`config.mk`:
```
export PLATFORM = sky130hd
export DESIGN_NAME = command_builder_flat
export DESIGN_NICKNAME = d
export VERILOG_FILES = /design/src/rtl/matrix_pkg.sv /design/src/rtl/command_builder_if.sv /design/src/rtl/command_builder_idle_timer.sv /design/src/rtl/command_builder.sv /design/src/flat_wrapper.sv
export SDC_FILE = /design/constraint.sdc
export NUM_CORES = 1
export LEC_CHECK = 0
export ABC_AREA = 1
export BUFFER_PORTS_ARGS = -buffer_cell sky130_fd_sc_hd__buf_2
export CAP_MARGIN = 40
export CORE_UTILIZATION = 52
export DETAILED_ROUTE_END_ITERATION = 16
export GPL_TIMING_DRIVEN = 1
export PLACE_DENSITY = 0.83
export SYNTH_ARGS = -nofsm -noshare
export SYNTH_HDL_FRONTEND = slang
export SYNTH_HIERARCHICAL = 1
export SYNTH_SLANG_ARGS = --single-unit
```
`constraint.sdc`:
```
create_clock -name clk -period 2.1 [get_ports clk]
set_input_delay 0.42 -clock clk [delete_from_list [all_inputs] [get_ports clk]]
set_output_delay 0.42 -clock clk [all_outputs]
set_load 0.02 [all_outputs]
```
`src/rtl/matrix_pkg.sv`:
```
// matrix_pkg: shared operation/state encodings and helpers for the matrix front panel
package matrix_pkg;
  typedef enum logic [2:0] {
    OP_ADD = 3'd1,
    OP_SUB = 3'd2,
    OP_MUL = 3'd3,
    OP_TRN = 3'd4,
    OP_CPY = 3'd5
  } op_t;
  typedef enum logic [2:0] {
    WAIT_A   = 3'd0,
    WAIT_OP  = 3'd1,
    WAIT_B   = 3'd2,
    WAIT_DST = 3'd3,
    ISSUE    = 3'd4
  } cb_state_t;
  localparam logic [2:0] REG_NONE = 3'd0;
  function automatic logic is_unary(logic [2:0] op);
    return op == OP_TRN || op == OP_CPY;
  endfunction
  function automatic logic is_legal_op(logic [2:0] op);
    return op >= OP_ADD && op <= OP_CPY;
  endfunction
endpackage

```
`src/rtl/command_builder_if.sv`:
```
// command_builder_if: panel events in, matrix command and status out
interface command_builder_if;
  logic [2:0] reg_num;
  logic [2:0] op_num;
  logic       clear;
  logic       cmd_ready;
  logic       cmd_valid;
  logic [2:0] cmd_op;
  logic [2:0] cmd_src_a;
  logic [2:0] cmd_src_b;
  logic [2:0] cmd_dst;
  logic       busy;
  logic [2:0] stage;
  logic       err;
  modport master (
    output reg_num, op_num, clear, cmd_ready,
    input  cmd_valid, cmd_op, cmd_src_a, cmd_src_b, cmd_dst, busy, stage, err
  );
  modport slave (
    input  reg_num, op_num, clear, cmd_ready,
    output cmd_valid, cmd_op, cmd_src_a, cmd_src_b, cmd_dst, busy, stage, err
  );
endinterface

```
`src/rtl/command_builder_idle_timer.sv`:
```
// idle_timer: counts idle cycles while run is high and flags the last one
module idle_timer #(
  parameter int TIMEOUT_CYCLES = 12_000_000
) (
  input  logic clk,
  input  logic nrst,
  input  logic run,
  input  logic restart,
  output logic expire
);
  localparam int W = $clog2(TIMEOUT_CYCLES);
  localparam logic [W-1:0] LAST = W'(TIMEOUT_CYCLES - 1);
  logic [W-1:0] count_q, count_d;
  always_comb begin
    count_d = (restart || !run) ? '0 : count_q + 1'b1;
    expire = run && count_q == LAST;
  end
  always_ff @(posedge clk or negedge nrst)
    if (!nrst) count_q <= '0;
    else count_q <= count_d;
endmodule

```
`src/rtl/command_builder.sv`:
```
// command_builder: assembles panel register/op events into a matrix command with timeout
module command_builder
  import matrix_pkg::*;
#(
  parameter int TIMEOUT_CYCLES = 12_000_000
) (
  input logic clk,
  input logic nrst,
  command_builder_if.slave bus
);
  cb_state_t state_q, state_d;
  logic [2:0] src_a_q, src_a_d, op_q, op_d, src_b_q, src_b_d, dst_q, dst_d;
  logic err_q, err_d;
  logic reg_ev, op_ev, op_ok, waiting, clr, accept, expire, timeout, flush;
  always_comb begin
    reg_ev = bus.reg_num != REG_NONE;
    op_ev = bus.op_num != 3'd0;
    op_ok = is_legal_op(bus.op_num);
    waiting = state_q inside {WAIT_OP, WAIT_B, WAIT_DST};
    clr = bus.clear && state_q != ISSUE;
    // in WAIT_OP an op event (legal or not) shadows a simultaneous reg event
    accept = (state_q == WAIT_OP) ? (op_ev ? op_ok : reg_ev) : (state_q != ISSUE && reg_ev);
    timeout = expire && !accept && !clr;
    flush = clr || timeout || (state_q == ISSUE && bus.cmd_ready);
  end
  idle_timer #(.TIMEOUT_CYCLES(TIMEOUT_CYCLES)) u_idle (
    .clk(clk),
    .nrst(nrst),
    .run(waiting),
    .restart(accept || clr || state_d != state_q),
    .expire(expire)
  );
  always_ff @(posedge clk or negedge nrst)
    if (!nrst) state_q <= WAIT_A;
    else state_q <= state_d;
  always_comb begin
    state_d = state_q;
    if (clr || timeout) state_d = WAIT_A;
    else if (state_q == ISSUE) state_d = bus.cmd_ready ? WAIT_A : ISSUE;
    else if (accept)
      state_d = (state_q == WAIT_A) ? WAIT_OP :
                (state_q == WAIT_OP) ? (!op_ev ? WAIT_OP : is_unary(bus.op_num) ? WAIT_DST : WAIT_B) :
                (state_q == WAIT_B) ? WAIT_DST : ISSUE;
  end
  always_comb begin
    src_a_d = src_a_q;
    op_d = op_q;
    src_b_d = src_b_q;
    dst_d = dst_q;
    err_d = timeout || (state_q == WAIT_OP && op_ev && !op_ok && !clr);
    if (flush) begin
      src_a_d = REG_NONE;
      op_d = 3'd0;
      src_b_d = REG_NONE;
      dst_d = REG_NONE;
    end else if (accept) begin
      if (state_q == WAIT_A || (state_q == WAIT_OP && !op_ev)) src_a_d = bus.reg_num;
      if (state_q == WAIT_OP && op_ev) op_d = bus.op_num;
      if (state_q == WAIT_OP && op_ev && is_unary(bus.op_num)) src_b_d = REG_NONE;
      if (state_q == WAIT_B) src_b_d = bus.reg_num;
      if (state_q == WAIT_DST) dst_d = bus.reg_num;
    end
  end
  always_ff @(posedge clk or negedge nrst)
    if (!nrst) begin
      src_a_q <= REG_NONE;
      op_q <= 3'd0;
      src_b_q <= REG_NONE;
      dst_q <= REG_NONE;
      err_q <= 1'b0;
    end else begin
      src_a_q <= src_a_d;
      op_q <= op_d;
      src_b_q <= src_b_d;
      dst_q <= dst_d;
      err_q <= err_d;
    end
  always_comb begin
    bus.cmd_valid = state_q == ISSUE;
    bus.cmd_op = op_q;
    bus.cmd_src_a = src_a_q;
    bus.cmd_src_b = src_b_q;
    bus.cmd_dst = dst_q;
    bus.busy = state_q != WAIT_A;
    bus.stage = state_q;
    bus.err = err_q;
  end
endmodule

```
`src/flat_wrapper.sv`:
```
// flat-port wrapper written by rule: the top's interface ports become plain ports
module command_builder_flat import matrix_pkg::*;
#(
  parameter int TIMEOUT_CYCLES = 12_000_000
)
  (clk, nrst, bus_reg_num, bus_op_num, bus_clear, bus_cmd_ready, bus_cmd_valid, bus_cmd_op, bus_cmd_src_a, bus_cmd_src_b, bus_cmd_dst, bus_busy, bus_stage, bus_err);
  command_builder_if bus_i ();
  input logic clk;
  input logic nrst;
  input wire logic [$bits(bus_i.reg_num)-1:0] bus_reg_num;
  input wire logic [$bits(bus_i.op_num)-1:0] bus_op_num;
  input wire logic [$bits(bus_i.clear)-1:0] bus_clear;
  input wire logic [$bits(bus_i.cmd_ready)-1:0] bus_cmd_ready;
  output wire logic [$bits(bus_i.cmd_valid)-1:0] bus_cmd_valid;
  output wire logic [$bits(bus_i.cmd_op)-1:0] bus_cmd_op;
  output wire logic [$bits(bus_i.cmd_src_a)-1:0] bus_cmd_src_a;
  output wire logic [$bits(bus_i.cmd_src_b)-1:0] bus_cmd_src_b;
  output wire logic [$bits(bus_i.cmd_dst)-1:0] bus_cmd_dst;
  output wire logic [$bits(bus_i.busy)-1:0] bus_busy;
  output wire logic [$bits(bus_i.stage)-1:0] bus_stage;
  output wire logic [$bits(bus_i.err)-1:0] bus_err;
  assign bus_i.reg_num = bus_reg_num;
  assign bus_i.op_num = bus_op_num;
  assign bus_i.clear = bus_clear;
  assign bus_i.cmd_ready = bus_cmd_ready;
  assign bus_cmd_valid = bus_i.cmd_valid;
  assign bus_cmd_op = bus_i.cmd_op;
  assign bus_cmd_src_a = bus_i.cmd_src_a;
  assign bus_cmd_src_b = bus_i.cmd_src_b;
  assign bus_cmd_dst = bus_i.cmd_dst;
  assign bus_busy = bus_i.busy;
  assign bus_stage = bus_i.stage;
  assign bus_err = bus_i.err;
  command_builder #(.TIMEOUT_CYCLES(TIMEOUT_CYCLES)) u_core (.clk(clk), .nrst(nrst), .bus(bus_i));
endmodule
```
==> metrics <==
GPL Wtd Cong=0.877; Nets=404; ys async rst share=100%; Syn Nets=326; Worst Tran Pin Value=391 ps; f_max=0.460 GHz; crit share post-route=104%; Worst Reg-to-Reg Cells=15; Initial DRT Pass Iterations=4; Worst IR Drop VDD=about 0.84 mV; die height=70.1 um; Hold Path Class=primary input to register; pin count of the biggest net entering global routing=33; top_reg_cell synth=dfrtp_1; hold path start=bus_reg_num[0]; Clk Tree Root Cell=clkbuf_8; status=complete, but fails checks; design area=between 3000 and 4000 um2; Synth Warn #=6; DR vias=2387; worst path arrival time=between 2000 and 2500 ps; # clock sinks=40; Worst Setup End Kind=register; Seq/Total Area, Yosys=around two fifths; total wire length=6.30 mm; clock period minus final worst setup slack=approximately 2200 ps; crit start category=register; Pwr per Cell Area=884 nW/um2; CP Max Fanout=5; utilization after layout=74.2%; Final Hold Fails=0; initial antenna violation count=0; post-DP HPWL=4.55 mm; hold depth=3; slew margin rel.=73.7%; Post-Synthesis Cells=315; TNS Setup=-139 ps; Synth area leader=dfrtp_1; failing checks=negative setup slack; Cell variety after synth=27; flops & latches, synth=40; placed cell areas=2910 um2; final worst setup slack=-73.6 ps; port buffer count=27; commonest non-fill, non-tap cell in the layout=nand2_1; Hold Worst Slack=414 ps; Core Box Area=4410 um2; number of max-cap violations=0; Non-Filler Instances=446; cts bufs inserted=5; Setup Crit Path Kind=register to register; number of global-route vias before repair=2338; hold path endpoint=u_core/bus.cmd_dst[0]; # rows=24; I/O Pins=28; clock skew=between 7 and 8 ps; Post-DRT Antenna Nets=0; commonest non-fill, non-tap cells in the layout=64 x nand2_1, 40 x nor2_1, 38 x dfrtp_1, 37 x buf_4, 27 x buf_2; Residual DRC=0; die area=4910 um2; r2r endpoint=u_core/u_idle/count_q[9]; reg2reg start=u_core/bus.stage[1]; Avg Vias per Cell=between 5 and 6; Worst Path Required=roughly 2300 ps; GRT Util Overall=about a quarter; Initial Util=54.6%; worst slack, placed=-81.3 ps; GRT Residual Overflow=0; Clk Latency, worst-skew pair=300 ps; ant diodes=0; first-pass GRT wire length=between 10 and 15 mm; Initial DRC Count=152; Die Wd=between 70 and 80 um; syn_area_per_cell=around 7.7 um2; Pleak=1.49 nW; Placed Cells=428; Clock Path Buffers=2; Pwr Total=2.90 mW; # setup viols final=6; Yosys top cell area share=41.5%; Area contributors post-synth=dfrtp_1 42%, nand2_1 12%, nor2_1 7.8%, nor2_4 4.7%, a21oi_1 3.9%; Cell Area, Synth=2410 um2; number of synthesized flops with an enable pin=0; P&R area growth vs syn=35.9%; CTS clock-pin slew for the worst setup and hold paths=90 ps; CTS tree=yes; ratio of cells with drive above 1 in the final layout=between 40% and 50%; wire per inst=14.1 um; CTS H-tree lvls=2; RSZ-0062 raised after global routing=yes; Pins Over Slew Limit=0; Worst R2R Setup Slack=-70 ps
per-layer routing:
metal	vias up	track usage [%]	share of wire, %
li1	1166	-	-
met1	1123	30.8	39
met2	75	48.2	53
met3	23	5.34	4.7
met4	0	9.33	3.4
met5	-	0	0
repair_timing:
item | in CTS | in global routing
setup endpoints to repair | 24 | 27
pin swaps | 13 | 12
buffers inserted | 8 | 3
gates resized for setup | 16 | 35
hold buffers | 1 | 0
hold endpoints to repair | 8 | 0
worst max-delay path, stage by stage (launching register included):
cell     delay (ps)
dfrtp_2         440
buf_6           140
inv_6            60
nand2_4          50
nor2_4          140
nand2_4          70
nand2_4          80
nand2_4          70
nand2_4         100
nand4_1         140
a21oi_2         190
nand2_2          80
nor2_4          150
buf_4           160
nand2_1          60
a21oi_1         160
worst max path at each step:
stage	start	to	slack (ps)	depth (start not counted)
2_1_floorplan	u_core/bus.stage[0]	u_core/u_idle/count_q[9]	-110	16
4_1_cts	u_core/bus.stage[1]	u_core/u_idle/count_q[22]	-10	15
6_report	u_core/bus.stage[1]	u_core/u_idle/count_q[9]	-70	15
3_3_place_gp	u_core/bus.stage[1]	u_core/u_idle/count_q[19]	-100	15
3_5_place_dp	u_core/bus.stage[1]	u_core/u_idle/count_q[19]	-80	15
5_1_grt	u_core/bus.stage[0]	u_core/u_idle/count_q[9]	-190	16
area by class of cell:
cell class / instances / area [um2]
clock inverter: 3 / 46.3
fill: 322 / 1140
multi-input combinational: 240 / 1430
clock buffer: 5 / 68.8
timing repair buffer: 74 / 533
inverter: 32 / 131
tap: 52 / 65.1
sequential: 40 / 1000
power by group:
group	internal, mW	switching (mW)
Combinational	0.567	0.774
Sequential	0.849	0.0571
Clock	0.358	0.291
sequential cells by signal, summed over array words and instances (netlist names):
signal and count:
u_core/bus.cmd_dst 3, u_core/bus.cmd_op 3, u_core/bus.cmd_src_a 3, u_core/bus.cmd_src_b 3
u_core/bus.err 1, u_core/bus.stage 3, u_core/u_idle/count_q 24
cell families (layout without fill, tap and decap cells):
family | after synthesis | in the layout | synth area share [%]
AND/OR/NAND/NOR | 195 | 195 | 41.3
adder cells (fa/ha/maj) | 1 | 1 | 0.519
AO/OA/AOI/OAI | 42 | 42 | 10.2
flip-flops | 40 | 40 | 41.5
XOR/XNOR | 2 | 2 | 0.727
buffers and inverters | 35 | 114 | 5.66
cells in the mapped netlist, types with 2 or more instances:
library cell  count
a21oi_4           2
dfrtp_1          40
a21oi_1          19
inv_1            24
nor2_2            9
nand3_1          14
nor4_1            2
nand2_2          12
buf_2             3
and2_1            2
o21ai_1          13
o21a_1            2
inv_2             7
nor2_1           50
xor2_1            2
nand2_1          74
nor2_4           10
nand2_4           6
nor3_1            2
nand4_1           9
nand3_2           4
o21ai_0           4
(Power assumes the default switching activity.)
